$ cat config.mk
export PLATFORM = sky130hd
export DESIGN_NAME = lbp_result_fifo
export DESIGN_NICKNAME = d
export VERILOG_FILES = /design/src/rtl/lbp_fifo_pkg.sv /design/src/rtl/lbp_sync_fifo.sv /design/src/rtl/lbp_result_fifo.sv
export SDC_FILE = /design/constraint.sdc
export NUM_CORES = 1
export LEC_CHECK = 0
export ABC_AREA = 1
export CAP_MARGIN = 20
export CORE_UTILIZATION = 30
export CTS_CLUSTER_DIAMETER = 60
export DETAILED_ROUTE_END_ITERATION = 12
export HOLD_SLACK_MARGIN = 0.03
export PLACE_DENSITY = 0.5
export SKIP_LAST_GASP = 1
export SLEW_MARGIN = 15
export SYNTH_ARGS = -nofsm -noshare
export SYNTH_HDL_FRONTEND = slang
export SYNTH_SLANG_ARGS = --single-unit
$ cat constraint.sdc
create_clock -name wb_clk_i -period 6.7 [get_ports wb_clk_i]
set_input_delay 2.01 -clock wb_clk_i [delete_from_list [all_inputs] [get_ports wb_clk_i]]
set_output_delay 2.01 -clock wb_clk_i [all_outputs]
set_load 0.01 [all_outputs]
$ cat src/rtl/lbp_fifo_pkg.sv
// Shared definitions for the LBP result FIFO: register map, register bit
// positions, the FIFO word view returned on DATA reads and the bus FSM states.
package lbp_fifo_pkg;

    localparam int unsigned CODE_W     = 8;
    localparam int unsigned VIEW_IDX_W = 8;
    localparam int unsigned THRESH_W   = 5;
    localparam int unsigned DROP_W     = 8;

    // Register offsets, selected by adr[3:2]
    localparam logic [1:0] REG_DATA   = 2'd0;
    localparam logic [1:0] REG_STATUS = 2'd1;
    localparam logic [1:0] REG_CTRL   = 2'd2;
    localparam logic [1:0] REG_THRESH = 2'd3;

    // STATUS bit positions
    localparam int unsigned ST_LEVEL_LSB = 0;
    localparam int unsigned ST_LEVEL_W   = 5;
    localparam int unsigned ST_EMPTY     = 8;
    localparam int unsigned ST_FULL      = 9;
    localparam int unsigned ST_OVF       = 16;
    localparam int unsigned ST_UDF       = 17;
    localparam int unsigned ST_DROP_LSB  = 24;

    // CTRL bit positions
    localparam int unsigned CTRL_EN     = 0;
    localparam int unsigned CTRL_IRQ_EN = 1;
    localparam int unsigned CTRL_CLEAR  = 2;

    typedef struct packed {
        logic [VIEW_IDX_W-1:0] idx;
        logic [CODE_W-1:0]     code;
    } lbp_word_t;

    typedef enum logic {
        WB_IDLE = 1'b0,
        WB_ACK  = 1'b1
    } wb_state_t;

endpackage

$ cat src/rtl/lbp_sync_fifo.sv
// DEPTH-entry synchronous FIFO with flush.
//   push/pop    : request strobes; push while full is accepted only with a pop
//   flush       : empties the FIFO, wins over push and pop
//   rd_data_c   : head entry (combinational)
//   full_c/empty_c : combinational flags decoded from level
//   level       : registered number of stored entries
module lbp_sync_fifo #(
    parameter int unsigned DEPTH = 16,
    parameter int unsigned W     = 16
) (
    input  logic                   clk,
    input  logic                   rst_n,
    input  logic                   flush,
    input  logic                   push,
    input  logic                   pop,
    input  logic [W-1:0]           wr_data,
    output logic [W-1:0]           rd_data_c,
    output logic                   full_c,
    output logic                   empty_c,
    output logic [$clog2(DEPTH):0] level
);
    localparam int unsigned AW    = $clog2(DEPTH);
    localparam int unsigned LVL_W = AW + 1;

    logic [W-1:0]  mem [DEPTH];
    logic [AW-1:0] wr_ptr;
    logic [AW-1:0] rd_ptr;
    logic          push_ok_c;
    logic          pop_ok_c;

    assign full_c    = (level == LVL_W'(DEPTH));
    assign empty_c   = (level == '0);
    assign push_ok_c = push & ~flush & (~full_c | pop);
    assign pop_ok_c  = pop & ~flush & ~empty_c;
    assign rd_data_c = mem[rd_ptr];

    // Storage array, no reset needed
    always_ff @(posedge clk) begin
        if (push_ok_c) begin
            mem[wr_ptr] <= wr_data;
        end
    end

    // Pointers and level; power-of-two depth lets the pointers wrap naturally
    always_ff @(posedge clk or negedge rst_n) begin
        if (!rst_n) begin
            wr_ptr <= '0;
            rd_ptr <= '0;
            level  <= '0;
        end else if (flush) begin
            wr_ptr <= '0;
            rd_ptr <= '0;
            level  <= '0;
        end else begin
            if (push_ok_c) wr_ptr <= wr_ptr + AW'(1);
            if (pop_ok_c)  rd_ptr <= rd_ptr + AW'(1);
            level <= level + LVL_W'(push_ok_c) - LVL_W'(pop_ok_c);
        end
    end

endmodule

$ cat src/rtl/lbp_result_fifo.sv
// Captures LBP comparison codes on the pixel-done strobe, tags them with a
// per-frame pixel index and buffers them for the SoC to drain over Wishbone.
//   wb_clk_i/wb_rst_ni : clock, async active-low reset
//   wbs_*              : Wishbone slave (DATA, STATUS, CTRL, THRESH)
//   pxl_done_i         : async pixel-done strobe; lbp_bits_i : code bits
//   frame_start_i      : async frame start level (rising edge zeroes index)
//   irq_o              : fill-level / overflow interrupt
module lbp_result_fifo
    import lbp_fifo_pkg::*;
#(
    parameter int unsigned DEPTH       = 16,
    parameter int unsigned IDX_W       = 8,
    parameter logic [31:0] BASE_ADR    = 32'h3000_0100,
    parameter int unsigned SYNC_STAGES = 2
) (
    input  logic        wb_clk_i,
    input  logic        wb_rst_ni,
    input  logic        wbs_cyc_i,
    input  logic        wbs_stb_i,
    input  logic        wbs_we_i,
    input  logic [3:0]  wbs_sel_i,
    input  logic [31:0] wbs_adr_i,
    input  logic [31:0] wbs_dat_i,
    output logic        wbs_ack_o,
    output logic [31:0] wbs_dat_o,
    input  logic        pxl_done_i,
    input  logic [7:0]  lbp_bits_i,
    input  logic        frame_start_i,
    output logic        irq_o
);
    localparam int unsigned LVL_W  = $clog2(DEPTH) + 1;
    localparam int unsigned WORD_W = IDX_W + CODE_W;

    logic [SYNC_STAGES-1:0] done_sync;
    logic [SYNC_STAGES-1:0] fs_sync;
    logic                   done_prev;
    logic                   fs_prev;
    logic                   done_edge_c;
    logic                   fs_edge_c;

    logic [IDX_W-1:0]    idx;
    logic [IDX_W-1:0]    idx_use_c;
    logic                en;
    logic                irq_en;
    logic [THRESH_W-1:0] thresh;
    logic                ovf;
    logic                udf;
    logic [DROP_W-1:0]   drop_cnt;
    logic [DROP_W-1:0]   drop_base_c;

    wb_state_t   state_q;
    wb_state_t   state_d;
    logic        hit_c;
    logic        acc_c;
    logic        rd_c;
    logic        wr_c;
    logic [1:0]  reg_sel_c;

    logic        cap_c;
    logic        flush_c;
    logic        pop_c;
    logic        ovf_evt_c;
    logic        udf_evt_c;
    logic        ovf_clr_c;
    logic        udf_clr_c;
    logic        ctrl_wr_c;
    logic        thr_wr_c;

    logic [WORD_W-1:0] fifo_rd_c;
    logic              full_c;
    logic              empty_c;
    logic [LVL_W-1:0]  level;

    lbp_word_t   rd_view_c;
    logic [31:0] status_c;
    logic [31:0] ctrl_c;
    logic [31:0] rd_mux_c;
    logic        unused_c;

    assign unused_c = ^{wbs_sel_i, wbs_adr_i[1:0], wbs_dat_i};

    // Synchronizers feeding rising-edge detectors
    always_ff @(posedge wb_clk_i or negedge wb_rst_ni) begin
        if (!wb_rst_ni) begin
            done_sync <= '0;
            fs_sync   <= '0;
            done_prev <= 1'b0;
            fs_prev   <= 1'b0;
        end else begin
            done_sync <= (done_sync << 1) | SYNC_STAGES'(pxl_done_i);
            fs_sync   <= (fs_sync << 1) | SYNC_STAGES'(frame_start_i);
            done_prev <= done_sync[SYNC_STAGES-1];
            fs_prev   <= fs_sync[SYNC_STAGES-1];
        end
    end

    assign done_edge_c = done_sync[SYNC_STAGES-1] & ~done_prev;
    assign fs_edge_c   = fs_sync[SYNC_STAGES-1] & ~fs_prev;

    // Bus decode
    assign hit_c     = wbs_cyc_i & wbs_stb_i & (wbs_adr_i[31:4] == BASE_ADR[31:4]);
    assign reg_sel_c = wbs_adr_i[3:2];

    // Wishbone FSM state register
    always_ff @(posedge wb_clk_i or negedge wb_rst_ni) begin
        if (!wb_rst_ni) state_q <= WB_IDLE;
        else            state_q <= state_d;
    end

    // Wishbone FSM next state; an access is accepted only from IDLE
    always_comb begin
        state_d = state_q;
        acc_c   = 1'b0;
        case (state_q)
            WB_IDLE: begin
                if (hit_c) begin
                    state_d = WB_ACK;
                    acc_c   = 1'b1;
                end
            end
            WB_ACK: state_d = WB_IDLE;
        endcase
    end

    assign rd_c = acc_c & ~wbs_we_i;
    assign wr_c = acc_c & wbs_we_i;

    // Register side effects
    assign flush_c   = wr_c & (reg_sel_c == REG_CTRL) & wbs_dat_i[CTRL_CLEAR];
    assign ctrl_wr_c = wr_c & (reg_sel_c == REG_CTRL);
    assign thr_wr_c  = wr_c & (reg_sel_c == REG_THRESH);
    assign ovf_clr_c = wr_c & (reg_sel_c == REG_STATUS) & wbs_dat_i[ST_OVF];
    assign udf_clr_c = wr_c & (reg_sel_c == REG_STATUS) & wbs_dat_i[ST_UDF];
    assign pop_c     = rd_c & (reg_sel_c == REG_DATA) & ~empty_c;
    assign udf_evt_c = rd_c & (reg_sel_c == REG_DATA) & empty_c;
    assign cap_c     = done_edge_c & en;
    assign ovf_evt_c = cap_c & ~flush_c & full_c & ~pop_c;
    assign idx_use_c = fs_edge_c ? '0 : idx;
    // A fresh overflow wins over a same-cycle clear of the counter
    assign drop_base_c = ovf_clr_c ? '0 : drop_cnt;

    lbp_sync_fifo #(
        .DEPTH (DEPTH),
        .W     (WORD_W)
    ) u_fifo (
        .clk       (wb_clk_i),
        .rst_n     (wb_rst_ni),
        .flush     (flush_c),
        .push      (cap_c),
        .pop       (pop_c),
        .wr_data   ({idx_use_c, lbp_bits_i}),
        .rd_data_c (fifo_rd_c),
        .full_c    (full_c),
        .empty_c   (empty_c),
        .level     (level)
    );

    // Pixel index, control registers and sticky flags
    always_ff @(posedge wb_clk_i or negedge wb_rst_ni) begin
        if (!wb_rst_ni) begin
            idx      <= '0;
            en       <= 1'b0;
            irq_en   <= 1'b0;
            thresh   <= THRESH_W'(1);
            ovf      <= 1'b0;
            udf      <= 1'b0;
            drop_cnt <= '0;
        end else begin
            // Index advances on every enabled capture, even one lost to overflow
            if (flush_c)        idx <= '0;
            else if (cap_c)     idx <= idx_use_c + IDX_W'(1);
            else if (fs_edge_c) idx <= '0;

            if (ctrl_wr_c) begin
                en     <= wbs_dat_i[CTRL_EN];
                irq_en <= wbs_dat_i[CTRL_IRQ_EN];
            end

            if (thr_wr_c) begin
                thresh <= (wbs_dat_i[THRESH_W-1:0] == '0) ? THRESH_W'(1)
                                                          : wbs_dat_i[THRESH_W-1:0];
            end

            if (flush_c)        ovf <= 1'b0;
            else if (ovf_evt_c) ovf <= 1'b1;
            else if (ovf_clr_c) ovf <= 1'b0;

            if (flush_c)        udf <= 1'b0;
            else if (udf_evt_c) udf <= 1'b1;
            else if (udf_clr_c) udf <= 1'b0;

            if (flush_c) begin
                drop_cnt <= '0;
            end else if (ovf_evt_c) begin
                drop_cnt <= (drop_base_c == '1) ? drop_base_c : drop_base_c + DROP_W'(1);
            end else if (ovf_clr_c) begin
                drop_cnt <= '0;
            end
        end
    end

    // Read data mux
    always_comb begin
        rd_view_c.idx  = VIEW_IDX_W'(fifo_rd_c[WORD_W-1:CODE_W]);
        rd_view_c.code = fifo_rd_c[CODE_W-1:0];

        status_c = '0;
        status_c[ST_LEVEL_LSB +: ST_LEVEL_W] = ST_LEVEL_W'(level);
        status_c[ST_EMPTY]                   = empty_c;
        status_c[ST_FULL]                    = full_c;
        status_c[ST_OVF]                     = ovf;
        status_c[ST_UDF]                     = udf;
        status_c[ST_DROP_LSB +: DROP_W]      = drop_cnt;

        ctrl_c = '0;
        ctrl_c[CTRL_EN]     = en;
        ctrl_c[CTRL_IRQ_EN] = irq_en;

        case (reg_sel_c)
            REG_DATA:   rd_mux_c = empty_c ? '0
                                   : {1'b1, 7'b0, rd_view_c.idx, 8'b0, rd_view_c.code};
            REG_STATUS: rd_mux_c = status_c;
            REG_CTRL:   rd_mux_c = ctrl_c;
            REG_THRESH: rd_mux_c = 32'(thresh);
            default:    rd_mux_c = '0;
        endcase
    end

    // Registered outputs; read data is only non-zero alongside ack
    always_ff @(posedge wb_clk_i or negedge wb_rst_ni) begin
        if (!wb_rst_ni) begin
            wbs_ack_o <= 1'b0;
            wbs_dat_o <= '0;
            irq_o     <= 1'b0;
        end else begin
            wbs_ack_o <= (state_d == WB_ACK);
            wbs_dat_o <= rd_c ? rd_mux_c : '0;
            irq_o     <= irq_en & ((32'(level) >= 32'(thresh)) | ovf);
        end
    end

endmodule

==> results.py <==
metrics = {
    "detailed_routing": {
        "ant_nets": 0,
        "drt_pre_antenna_iters": 4,
        "drtIter0Drc": 537,
        "remaining_drc_errors": 0,
        "num_vias": 9047,
        "wl_per_cell_um": 19.1,
        "postRouteWirelength_um": 36300,
        "vias_per_cell": 4.77,
    },
    "final_layout": {
        "drive_gt1_share_pct": 9.21,
        "diodes": 0,
        "final_core_util_pct": 36.9,
        "nFillCells": 4438,
        "area_growth_pct": 20.5,
        "final_nets": 1374,
    },
    "setup_path": {
        "cp_max_fo": 6,
        "rrSetupSlack_ps": 3100,
        "reg2regPathDepth": 16,
        "crit_end": "u_fifo.level[4]",
        "worst_r2r_endpoint": "u_fifo.level[4]",
        "reg2reg_from": "u_fifo.level[3]",
        "startpoint": "wbs_adr_i[8]",
        "path_class": "primary input to register",
        "start_kind": "primary input",
        "cp_data_required_time_ps": 7150,
        "crit_arrival_ps": 5250,
        "crit_path_end_kind": "register",
    },
    "timing": {
        "skew_ps": 22.1,
        "tightest_slew_ps": 1090,
        "setup-violations-final": 0,
        "max_clock_freq_mhz": 208,
        "rsz0062_at_grt": "false",
        "finalHoldViolCount": 0,
        "drv_slew": 0,
        "finalSetupTns_ps": 0,
        "relSlewSlack_pct": 27.0,
        "post-route-period-util_pct": 71.7,
        "period_needed_ps": 4810,
    },
    "clock_tree": {
        "postCtsSetupRepairBufs": 0,
        "hold_buffers": 0,
        "ctsResizeCount": 0,
        "clk_pin_slew_ps": 50,
        "worstSkewPairLatency_ps": 550,
        "cts_buffer_depth": 3,
        "tritoncts.num_buffers": 40,
        "clkSinkCount": 328,
        "cts_tree": "built",
        "h-tree-depth": 2,
        "root_buffer": "clkbuf_16",
    },
    "floorplan": {
        "std_cell_rows": 77,
        "die_width_um": 215,
        "initial_core_util_pct": 30.6,
        "die-area_mm2": 0.0463,
        "design.core.area_mm2": 0.0445,
        "chipHeight_um": 215,
        "pin_count": 117,
    },
    "global_route": {
        "track_usage_pct": 15.8,
        "grt_pass1_wl_um": 55300,
        "grt_pass1_vias": 9002,
        "grt_max_degree": 86,
        "antenna_found_initial": 0,
        "overflow": 0,
    },
    "synth": {
        "synthArstFlopShare_pct": 22.0,
        "avgSynthCellArea_um2": 11.6,
        "synth-edff-count": 256,
        "synth_top_area_cell": "edfxtp_1",
        "syn_area_mm2": 0.0136,
        "seq_area_frac_synth_pct": 69.6,
        "synth.area.top_cells": "edfxtp_1 56%, dfrtp_1 13%, nand2_1 4.5%",
        "netlist_instances": 1174,
        "ys_warn_count": 0,
        "synth_cell_types": 46,
        "synthFlopType": "edfxtp_1",
        "ys_seq_elements": 328,
        "synthDominantCellAreaShare_pct": 56.4,
    },
    "power_and_ir_drop": {
        "vdd_ir_drop_max_mv": 0.158,
        "p_leak_nw": 6.05,
        "power_density_mw_per_mm2": 261,
        "total_power_w": 0.00428,
    },
    "run_status": {
        "status": "finished clean",
    },
    "placed_design": {
        "portBuffers": 79,
        "gp_congestion": 0.785,
        "hpwl_um": 21000,
    },
    "flow_run": {
        "maxCapViolCount": 0,
    },
    "min_path": {
        "hold_class": "register to register",
    },
}
## final cells by class
type / count / area, um^2 / area share [%]
clock buffer: 61 / 1120 / 6.82
clock inverter: 12 / 105 / 0.640
inverter: 104 / 390 / 2.38
multi-input combinational: 690 / 3570 / 21.7
sequential: 328 / 9490 / 57.8
tap: 592 / 741 / 4.51
timing repair buffer: 108 / 1010 / 6.12
## cells by family (layout without fill, tap and decap cells)
family                     Yosys count  count (layout)  synth area share [%]
and+or+nand+nor                    415             415                  13.1
buffers and inverters              161             285                  4.69
muxes                                1               1                0.0826
DFF                                328             328                  69.6
adders and majority gates           19              19                  1.80
other                                1               6                0.0275
AOI/OAI and AO/OA                  241             241                  10.2
xor gates and xnor gates             8               8                 0.514
## Yosys cell counts (3+ instances only)
library cell  number
edfxtp_1         256
buf_4              6
ha_1              18
o21ai_0          110
a32o_1             7
nand4_1           18
buf_2             10
inv_1            100
nand3b_1           3
o221ai_1          20
a31oi_1            9
nand3_1           51
nor4_1             7
a21oi_1           66
or2_2              3
o21ai_1            3
clkbuf_1          33
nand2_1          162
nor3_1             8
a221oi_1           5
dfrtp_1           71
o31ai_1            4
nor2_1           151
o22ai_1            9
buf_1              8
xor2_1             8
## per-layer routing
layer	global-route usage (%)	part of all wire, %	vias to the layer above
li1	-	-	4340
met1	21.6	47	4479
met2	25.5	47	172
met3	2.26	3.4	56
met4	5.77	2.6	0
met5	0	0	-
## cells in the final DEF, fill, tap and decap left out, types with 2 or more instances in the layout
cell type | synthesis | final
a21oi_1 | 66 | 66
a221oi_1 | 5 | 5
a31oi_1 | 9 | 9
a32o_1 | 7 | 7
buf_4 | 6 | 30
clkbuf_1 | 33 | 17
clkbuf_16 | 0 | 40
clkbuf_8 | 0 | 4
clkdlybuf4s50_1 | 0 | 78
clkinv_1 | 2 | 6
clkinv_2 | 0 | 3
clkinvlp_4 | 0 | 2
conb_1 | 1 | 6
dfrtp_1 | 71 | 70
edfxtp_1 | 256 | 256
ha_1 | 18 | 18
inv_1 | 100 | 98
inv_2 | 2 | 3
inv_6 | 0 | 2
nand2_1 | 162 | 161
nand2_2 | 2 | 3
nand3_1 | 51 | 51
nand3b_1 | 3 | 3
nand4_1 | 18 | 18
nor2_1 | 151 | 133
nor2_2 | 2 | 20
nor2_4 | 2 | 2
nor3_1 | 8 | 8
nor4_1 | 7 | 7
nor4b_1 | 2 | 2
o211ai_1 | 2 | 2
o21a_1 | 2 | 2
o21ai_0 | 110 | 110
o21ai_1 | 3 | 3
o221ai_1 | 20 | 20
o22ai_1 | 9 | 9
o31ai_1 | 4 | 4
or2_2 | 3 | 3
xor2_1 | 8 | 8
## critical path, cell delays in order
cell and delay [ps]:
clkdlybuf4s50_1 450, inv_1 50, nor2_1 110, nand2_1 70
nor2_1 90, nand2_1 90, nor2_4 160, nand3_1 170
nor2_2 370, ha_1 310, inv_1 50, ha_1 150
inv_1 60, fa_1 400, or2_2 320, nand2_1 60
a21oi_1 70, xor2_1 140, nand2_1 60, inv_1 40
## sequential cells by signal, summed over array words and instances (netlist names), 2 cells and up
name and cells:
drop_cnt 8, fs_sync 2, thresh 5, done_sync 2
idx 8, wbs_dat_o 26, u_fifo.wr_ptr 4, u_fifo.mem 256
u_fifo.rd_ptr 4, u_fifo.level 5
## power breakdown
part	switching (W)	internal (W)	total, W
clock	0.000832	0.00119	0.00203
sequential	0.000000546	0.00219	0.00219
combinational	0.0000396	0.0000306	0.0000702
## metrics by stage
stage / setup WS (ps) / hold WS (ps) / area, um^2 / cells
after floorplan: 2260 / 331 / 13700 / 1179
after global placement: 1330 / 335 / 15200 / 1821
after detailed placement: 1320 / 336 / 15200 / 1821
after CTS: 1900 / 347 / 16400 / 1894
after global routing: 1620 / 349 / 16400 / 1895
final: 1890 / 346 / 16400 / 1895
## worst min path at each step
stage               slack (ps)  depth (start not counted)           end         start
global placement           340                          0    fs_sync[1]    fs_sync[0]
global route               350                          0    fs_sync[1]    fs_sync[0]
detailed placement         340                          0  done_sync[1]  done_sync[0]
floorplan                  330                          0  done_sync[1]  done_sync[0]
finish                     350                          0  done_sync[1]  done_sync[0]
CTS                        350                          0  done_sync[1]  done_sync[0]
Note: power is estimated with default switching activity, not from simulation.
==> variant: new RTL, config.mk and constraints unchanged <==
`DEPTH` is set to 16 in 2 places; all go to 8.
--- a/src/rtl/lbp_sync_fifo.sv
+++ b/src/rtl/lbp_sync_fifo.sv
@@ -7,3 +7,3 @@
 module lbp_sync_fifo #(
-    parameter int unsigned DEPTH = 16,
+    parameter int unsigned DEPTH = 8,
     parameter int unsigned W     = 16
--- a/src/rtl/lbp_result_fifo.sv
+++ b/src/rtl/lbp_result_fifo.sv
@@ -10,3 +10,3 @@
 #(
-    parameter int unsigned DEPTH       = 16,
+    parameter int unsigned DEPTH       = 8,
     parameter int unsigned IDX_W       = 8,
Check against the original RTL: no difference found for any inputs over 4 cycles, from zero or initial values and one cycle with wb_rst_ni low; that may be too few to reach the edited logic, so the function may still have changed.
==> variant against the original RTL <==
Worst setup slack improved by 0.38 ns; synthesized cell count fell by 34%; power fell by 32%; routed wire length fell by 45%; sequential cell count fell by 131; area after synthesis fell by 38%; design area fell by 37%; final cell count fell by 34%; highest routed layer unchanged; largest power group unchanged; clock power fell by 45%; fmax rose by 8.6%.
==> variant: results (changes against the original RTL) <==
worst ir drop on vdd 0.167 mV (+6.0%); nonclk inv count 80 (-23%); Synth Area in XOR/XNOR 0.00831 (+0.00317); status finished, final reports clean; CP max FO 16 (+10); met3 Track Usage GR 0.0254 (+0.00277); largest net degree at the start of global routing 70 (-19%); DRT met1 WL 9230 um (-46%); crit path to u_fifo.mem[4][8]; post-synthesis compound-gate area fraction 0.105 (+0.00255); Hold Startpoint fs_sync[0]; NonClk Buf Share 0.0913 (+0.0301); Post-synth top cells edfxtp_1 (128), nor2_1 (122), nand2_1 (100); H-tree depth 4 (+2); clock network share of area 0.0637 (-0.0108); CP delay by family, top buffers and inverters; Pre-antenna DRT Iters 5 (+1); Fillers 2,721 (-39%); Final #Nets 963 (-30%); number of non-clock buffers 96 (-11%); Reg2Reg Depth 11 (-5); Post-DP HPWL 12,400 um (-41%); asr flop ratio synth 0.350 (+0.131); reg-to-reg startpoint u_fifo.level[2]; Synth Area in Adders 0.0231 (+0.00516); vias in the first global route 5,410 (-40%); worst min-delay path endpoint fs_sync[1]; CP Data Arrival Time 4.52 ns (-0.73 ns); GP Congestion 0.796 (+1.4%); placed insts 1,223 (-33%); met1 usage 0.191 (-0.0250); reg2reg setup slack 3.65 ns (+0.55 ns); Non-Filler Instances 1,256 (-34%); met2 Usage GRT 0.234 (-0.0206); clk buf depth 2 (-1); vias 5,767 (-36%); post-synthesis mux area share 0.00134 (+0.000509); gr usage total 0.142 (-0.0156)
[variant: changes by cell type after synthesis, moves of 9 or more]
cell      before  now
inv_1        100   69
nor2_1       151  122
o22ai_1        9   30
o21ai_0      110   78
o221ai_1      20    7
buf_2         10    1
nand2_1      162  100
nand3_1       51   19
clkbuf_1      33   22
a21oi_1       66   20
edfxtp_1     256  128
[variant: where the power goes]
group	internal, uW	leakage, uW	total, uW	switching [uW]
clock	590	0.000320	1110	523
sequential	1400	0.00206	1430	39.3
combinational	146	0.00172	377	231
total	2130	0.00410	2920	793
[variant: through the flow]
step	hold WS, ns	setup slack (ns)	util
4_1_cts	0.358	2.27	0.374
6_report	0.355	2.28	0.375
5_1_grt	0.366	2.03	0.375
3_3_place_gp	0.335	1.82	0.349
3_5_place_dp	0.339	1.81	0.350
2_1_floorplan	0.331	2.54	-
